===== config.mk =====
export PLATFORM = sky130hd
export DESIGN_NAME = id_scoreboard_stage
export DESIGN_NICKNAME = d
export VERILOG_FILES = /design/src/rtl/id_scoreboard_stage.sv
export SDC_FILE = /design/constraint.sdc
export NUM_CORES = 1
export LEC_CHECK = 0
export CORE_ASPECT_RATIO = 0.9
export CORE_MARGIN = 8
export CORE_UTILIZATION = 46
export CTS_CLUSTER_DIAMETER = 80
export CTS_CLUSTER_SIZE = 12
export DETAILED_ROUTE_END_ITERATION = 12
export GPL_TIMING_DRIVEN = 0
export MAX_ROUTING_LAYER = met4
export PLACE_DENSITY = 0.78
export SYNTH_ARGS = -nofsm -noshare
export SYNTH_HDL_FRONTEND = slang
export SYNTH_HIERARCHICAL = 1
export SYNTH_SLANG_ARGS = --single-unit
export TNS_END_PERCENT = 10

===== constraint.sdc =====
create_clock -name clk -period 4.6 [get_ports clk]
set_clock_uncertainty 0.15 [all_clocks]
set_input_delay 0.92 -clock clk [delete_from_list [all_inputs] [get_ports clk]]
set_output_delay 0.92 -clock clk [all_outputs]
set_load 0.005 [all_outputs]

===== src/rtl/id_scoreboard_stage.sv =====
// Instruction decode stage with a per-register pending-write counter scoreboard for RAW stalls.
// Optional ID_WB_BYPASS_EN lets a source whose last pending write retires this cycle issue using wb_data_i.
module id_decoder #(
  parameter int XLEN = 32,
  parameter int AW   = 5
) (
  input  logic [31:0]     instr,
  output logic [AW-1:0]   rd,
  output logic [AW-1:0]   rs1,
  output logic [AW-1:0]   rs2,
  output logic [XLEN-1:0] imm,
  output logic            invalid
);
  always_comb begin
    invalid = 1'b0;
    rd      = instr[7 +: AW];
    rs1     = instr[15 +: AW];
    rs2     = instr[20 +: AW];
    imm     = '0;
    case (instr[6:0])
      7'b0110111, 7'b0010111: imm = XLEN'($signed({instr[31:12], 12'b0}));
      7'b1101111: imm = XLEN'($signed({instr[31], instr[19:12], instr[20], instr[30:21], 1'b0}));
      7'b1100111, 7'b0000011, 7'b0010011, 7'b0001111, 7'b1110011:
        imm = XLEN'($signed(instr[31:20]));
      7'b1100011: begin
        rd  = '0;
        imm = XLEN'($signed({instr[31], instr[7], instr[30:25], instr[11:8], 1'b0}));
      end
      7'b0100011: begin
        rd  = '0;
        imm = XLEN'($signed({instr[31:25], instr[11:7]}));
      end
      7'b0110011: imm = '0;
      default: begin
        invalid = 1'b1;
        rd      = '0;
      end
    endcase
  end
endmodule

module id_pend_ctr #(
  parameter int PEND_W = 2
) (
  input  logic              clk,
  input  logic              rstn_i,
  input  logic              inc,
  input  logic              wb_hit,
  input  logic              sq_rel,
  output logic [PEND_W-1:0] pend,
  output logic [PEND_W-1:0] pend_nxt
);
  logic [PEND_W+1:0] up, dec;

  // Decrements floor at zero; saturation is prevented by the issue check.
  always_comb begin
    dec = {{PEND_W{1'b0}}, 2'(wb_hit && pend != '0) + 2'(sq_rel)};
    up  = {2'b00, pend} + {{(PEND_W+1){1'b0}}, inc};
    pend_nxt = (up >= dec) ? PEND_W'(up - dec) : '0;
  end

  always_ff @(posedge clk or negedge rstn_i)
    if (!rstn_i) pend <= '0;
    else         pend <= pend_nxt;
endmodule

module id_scoreboard_stage #(
  parameter int XLEN   = 32,
  parameter int NREGS  = 32,
  parameter int PEND_W = 2,
  localparam int AW    = $clog2(NREGS)
) (
  input  logic            clk,
  input  logic            rstn_i,
  input  logic            flush_i,
  output logic [AW-1:0]   rs1a_o,
  output logic [AW-1:0]   rs2a_o,
  input  logic [XLEN-1:0] rs1d_i,
  input  logic [XLEN-1:0] rs2d_i,
  input  logic            valid_i,
  input  logic [31:0]     instr_i,
  input  logic [XLEN-1:0] pc_i,
  output logic            ack_o,
  input  logic            ack_i,
  output logic            valid_o,
  output logic [31:0]     instr_o,
  output logic [XLEN-1:0] pc_o,
  output logic [XLEN-1:0] rs1_o,
  output logic [XLEN-1:0] rs2_o,
  output logic [XLEN-1:0] imm_o,
  input  logic            wb_valid_i,
  input  logic [AW-1:0]   wb_rd_i,
  input  logic [XLEN-1:0] wb_data_i,
  output logic            illegal_o,
  output logic            busy_o
);
  localparam logic [PEND_W-1:0] PMAX = '1;

  logic [AW-1:0]     d_rd, d_rs1, d_rs2, rd_q;
  logic [XLEN-1:0]   d_imm, op1, op2;
  logic              d_inv, slot_free, issue, squash, rs1_ok, rs2_ok, rd_ok, busy_n;
  logic [PEND_W-1:0] pend     [NREGS];
  logic [PEND_W-1:0] pend_nxt [NREGS];

  id_decoder #(.XLEN(XLEN), .AW(AW)) u_dec (
    .instr(instr_i), .rd(d_rd), .rs1(d_rs1), .rs2(d_rs2), .imm(d_imm), .invalid(d_inv)
  );

  assign rs1a_o = d_rs1;
  assign rs2a_o = d_rs2;

  genvar r;
  generate
    for (r = 0; r < NREGS; r++) begin : g_ctr
      if (r == 0) begin : g_zero
        assign pend[r]     = '0;
        assign pend_nxt[r] = '0;
      end else begin : g_live
        id_pend_ctr #(.PEND_W(PEND_W)) u_ctr (
          .clk(clk), .rstn_i(rstn_i),
          .inc(issue && d_rd == AW'(r)),
          .wb_hit(wb_valid_i && wb_rd_i == AW'(r)),
          .sq_rel(squash && rd_q == AW'(r)),
          .pend(pend[r]), .pend_nxt(pend_nxt[r])
        );
      end
    end
  endgenerate

`ifdef ID_WB_BYPASS_EN
  logic byp1, byp2;
  always_comb begin
    byp1 = pend[d_rs1] == PEND_W'(1) && wb_valid_i && wb_rd_i == d_rs1 && d_rs1 != '0;
    byp2 = pend[d_rs2] == PEND_W'(1) && wb_valid_i && wb_rd_i == d_rs2 && d_rs2 != '0;
    rs1_ok = pend[d_rs1] == '0 || byp1;
    rs2_ok = pend[d_rs2] == '0 || byp2;
    op1 = byp1 ? wb_data_i : rs1d_i;
    op2 = byp2 ? wb_data_i : rs2d_i;
  end
`else
  logic unused_wb;
  assign unused_wb = ^wb_data_i;
  always_comb begin
    rs1_ok = pend[d_rs1] == '0;
    rs2_ok = pend[d_rs2] == '0;
    op1 = rs1d_i;
    op2 = rs2d_i;
  end
`endif

  always_comb begin
    slot_free = !valid_o || ack_i;
    rd_ok     = d_rd == '0 || pend[d_rd] != PMAX;
    issue     = slot_free && valid_i && !d_inv && !flush_i && rs1_ok && rs2_ok && rd_ok;
    squash    = flush_i && valid_o && !ack_i;
    busy_n    = 1'b0;
    for (int i = 0; i < NREGS; i++) busy_n = busy_n | (pend_nxt[i] != '0);
  end

  assign ack_o = issue;

  always_ff @(posedge clk or negedge rstn_i) begin
    if (!rstn_i) begin
      valid_o   <= 1'b0;
      instr_o   <= '0;
      pc_o      <= '0;
      rs1_o     <= '0;
      rs2_o     <= '0;
      imm_o     <= '0;
      rd_q      <= '0;
      illegal_o <= 1'b0;
      busy_o    <= 1'b0;
    end else begin
      busy_o <= busy_n;
      if (flush_i)                             illegal_o <= 1'b0;
      else if (valid_i && d_inv && slot_free)  illegal_o <= 1'b1;
      if (flush_i) valid_o <= 1'b0;
      else if (issue) begin
        valid_o <= 1'b1;
        instr_o <= instr_i;
        pc_o    <= pc_i;
        rs1_o   <= op1;
        rs2_o   <= op2;
        imm_o   <= d_imm;
        rd_q    <= d_rd;
      end else if (ack_i) valid_o <= 1'b0;
    end
  end
endmodule


==> flow_summary_export.csv <==
group,metric,value,unit
worst_setup_path,arrival,5.79,ns
yosys,synth-main-ff-cell,"dfrtp_1",
yosys,synthTopCellsByCount,"dfrtp_1 (230), nor2_1 (129), ha_1 (124)",
clocking,ctsHoldBuffers,0,
yosys,synth-edff-count,0,
worst_setup_path,max_stage_delay,0.59,ns
place,preCtsSetupSlack,-2.83,ns
sta,finalHoldViolCount,0,
worst_setup_path,crit_path_max_fanout,10,
yosys,avgSynthCellArea,10.7,µm²
floorplan,num_io_pins,345,
sta,setup_viol,6,
worst_setup_path,slowest_stage,"or4_4",
floorplan,core_area,31000,µm²
place,port_buffers,312,
worst_setup_path,end_kind,"register",
place,dp.cells,2084,
sta,max_clock_freq,180,MHz
yosys,synthTopCellsByArea,"dfrtp_1 (40%), ha_1 (11%), mux2_1 (6.9%), mux2_2 (6.1%), fa_1 (4.3%)",
grt,grt_pass1_wl,76600,µm
route,firstDrtPassIters,5,
sta,whs,0.155,ns
grt,grtUsageTotal,0.269,
yosys,async_reset_ff_frac,1.00,
worst_setup_path,critPathRequiredTime,4.84,ns
route,vias_per_cell,5.91,
yosys,syn-num-nets,1687,
sta,tightest_slew,0.750,ns
sta,final-max-slew-violation-count,0,
yosys,synth_cells,1361,
yosys,yosysWarnings,6,
pwr,p_int,3.99,mW
grt,grt_max_degree,109,
yosys,synth_cell_types,76,
floorplan,dieArea,37500,µm²
clocking,clk_path_buf_depth,3,
route,post-route-drc-count,0,
route,drt_iter0_markers,1177,
pwr,ir_worst_vdd,0.000265,V
place,gp_congestion,0.991,
outcome,status,"finished with violations",
pwr,netSwitchingFraction,0.258,
layout,final_net_count,2074,
place,dpl.hpwl,39400,µm
worst_setup_path,startpoint,"instr_i[6]",
clocking,cts_root_buf,"clkbuf_16",
yosys,synth_most_common_cell,"dfrtp_1",
pwr,power_leakage,9.20,nW
grt,grt_pass1_vias,12937,
yosys,seq_area_frac_synth,0.397,
yosys,ys_seq_elements,230,
floorplan,start_util,0.468,
floorplan,die_h,184,µm
pwr,p_seq_frac,0.448,
pwr,p_per_area,265,nW/µm²
worst_setup_path,path_class,"in2reg",
route,ant_nets,0,
pwr,combPwrFrac,0.229,
floorplan,die_x,203,µm
worst_setup_path,r2r-start,"g_ctr[14].g_live.u_ctr/pend[0]$_DFF_PN0_",
layout,areaGrowthSynthToFinish,40.1,%
route,wl_per_cell,24.0,µm
clocking,cts_tree,"yes",
sta,min_period_over_period,1.21,
layout,stdcell_count,2161,
yosys,synth_top_area_frac,0.397,
floorplan,rows,61,
clocking,insertion_delay,0.52,ns
sta,period_needed,5.56,ns
route,wirelength,51800,µm
worst_setup_path,start_kind,"primary input",
sta,timing.final.ws_setup,-0.958,ns
clocking,clock-sinks,230,
worst_setup_path,cpMostUsedCell,"buf_6",
sta,max-slew-margin-rel,0.499,
yosys,netlist_area,14500,µm²
pwr,switchingPower,1.39,mW
grt,antenna_found_initial,3,
clocking,clkSlewWorstSetupHoldPaths,0.06,ns
yosys,synth_top_area_cell,"dfrtp_1",
outcome,violations,"setup timing",
sta,rsz0062_at_grt,"yes",
clocking,numCtsBuffers,23,
clocking,htree_levels,1,
layout,postLayoutCoreUtil,0.656,
pwr,clkPwrFrac,0.323,
worst_hold_path,hp-class,"in2async",
flow_run,cap_violations,0,
layout,drive_gt1_frac,0.240,
route,num_vias,12771,
grt,grt_overflow,0,
==> flip-flops by register name, summed over array words and instances (netlist names), 5 cells and up <==
register,count
rd_q,5
g_ctr.g_live.u_ctr/pend,62
pc_o,32
instr_o,32
rs1_o,32
rs2_o,32
imm_o,32
==> timing repair <==
| item | in CTS | in global routing |
|---|---|---|
| endpoints found under the hold margin | 0 | 0 |
| pin swaps | 49 | 75 |
| gates resized for setup | 136 | 115 |
| gates cloned | 2 | 0 |
| buffers inserted | 29 | 31 |
| endpoints found under the setup margin | 224 | 91 |
==> logic make-up after synthesis <==
kind of cell / count (synthesis) / share of synthesized area
muxes: 190 / 0.164
AOI/OAI and AO/OA: 211 / 0.0904
and+or+nand+nor: 396 / 0.137
adders and majority gates: 156 / 0.151
DFF: 230 / 0.397
buffers and inverters: 165 / 0.0541
xor gates and xnor gates: 13 / 0.00785
==> placed cells by master (no fill, tap or decap), types with 8 or more instances in the layout <==
cell type	instances
a211oi_1	8
a21oi_1	58
a21oi_2	21
buf_12	11
buf_2	11
buf_4	62
buf_6	19
clkbuf_1	9
clkbuf_16	23
clkdlybuf4s50_1	299
dfrtp_1	230
fa_1	23
fa_2	8
ha_1	92
ha_2	32
inv_1	95
mux2_1	89
mux2_2	79
mux4_2	21
nand2_1	82
nand2b_1	14
nand3_1	9
nand3b_1	8
nand4b_1	14
nor2_1	125
nor3_1	37
nor3_2	16
nor3_4	15
nor4_2	10
o21a_1	31
o21ai_0	9
o21ai_1	18
o21ai_2	25
or3b_1	10
xor2_1	11
==> path summary, 6_finish.rpt <==
check	to	depth (start not counted)	slack, ns
setup / recovery	busy_o$_DFF_PN0_	25	-0.96
hold / removal	busy_o$_DFF_PN0_	1	0.15
setup reg to reg	busy_o$_DFF_PN0_	17	-0.37
hold reg to reg	imm_o[8]$_DFFE_PN0P_	1	0.33
max in group asynchronous	rs2_o[1]$_DFFE_PN0P_	2	3.20
min in group clk	imm_o[8]$_DFFE_PN0P_	1	0.33
==> power groups by stage <==
stage          Combinational, mW  Sequential (mW)  Clock, mW
5_1_grt                     1.30             2.44       1.84
3_3_place_gp                1.17             2.43          0
4_1_cts                     1.23             2.41       1.78
2_1_floorplan              0.316             2.44          0
6_report                    1.23             2.41       1.74
3_5_place_dp                1.19             2.44          0
==> per-stage QoR <==
stage / area (µm²) / power, mW / setup TNS, ns
2_1_floorplan: 14800 / 2.76 / -1.45
3_3_place_gp: 18400 / 3.60 / -1975.36
3_5_place_dp: 18400 / 3.63 / -215.50
4_1_cts: 19700 / 5.41 / -1.90
5_1_grt: 20300 / 5.59 / -3.25
6_report: 20300 / 5.38 / -1.11
==> per-layer routing <==
layer	wire length, µm	GRT usage	up-vias
met1	19500	0.323	6383
li1	-	-	5563
met4	1950	0.0919	0
met3	4290	0.0528	144
met2	26100	0.450	681
met5	0	-	-
==> critical path: cells and delay by family <==
kind	cells	cell delay (ns)
simple gates	6	1.41
buf+inv	9	1.34
compound gates	6	0.82
mux	2	0.60
fa+ha+maj	2	0.68
==> area by class of cell <==
class,count,area [µm²]
diodes,1,2.50
plain buffers,55,494
clock buffers,25,593
clock inverters,3,43.8
fillers,2322,10700
inverters,99,387
multi-input cells,966,8790
flip-flops and latches,230,5760
well taps,409,512
repair buffers,373,3740
Power figures use the tool's default switching activity.
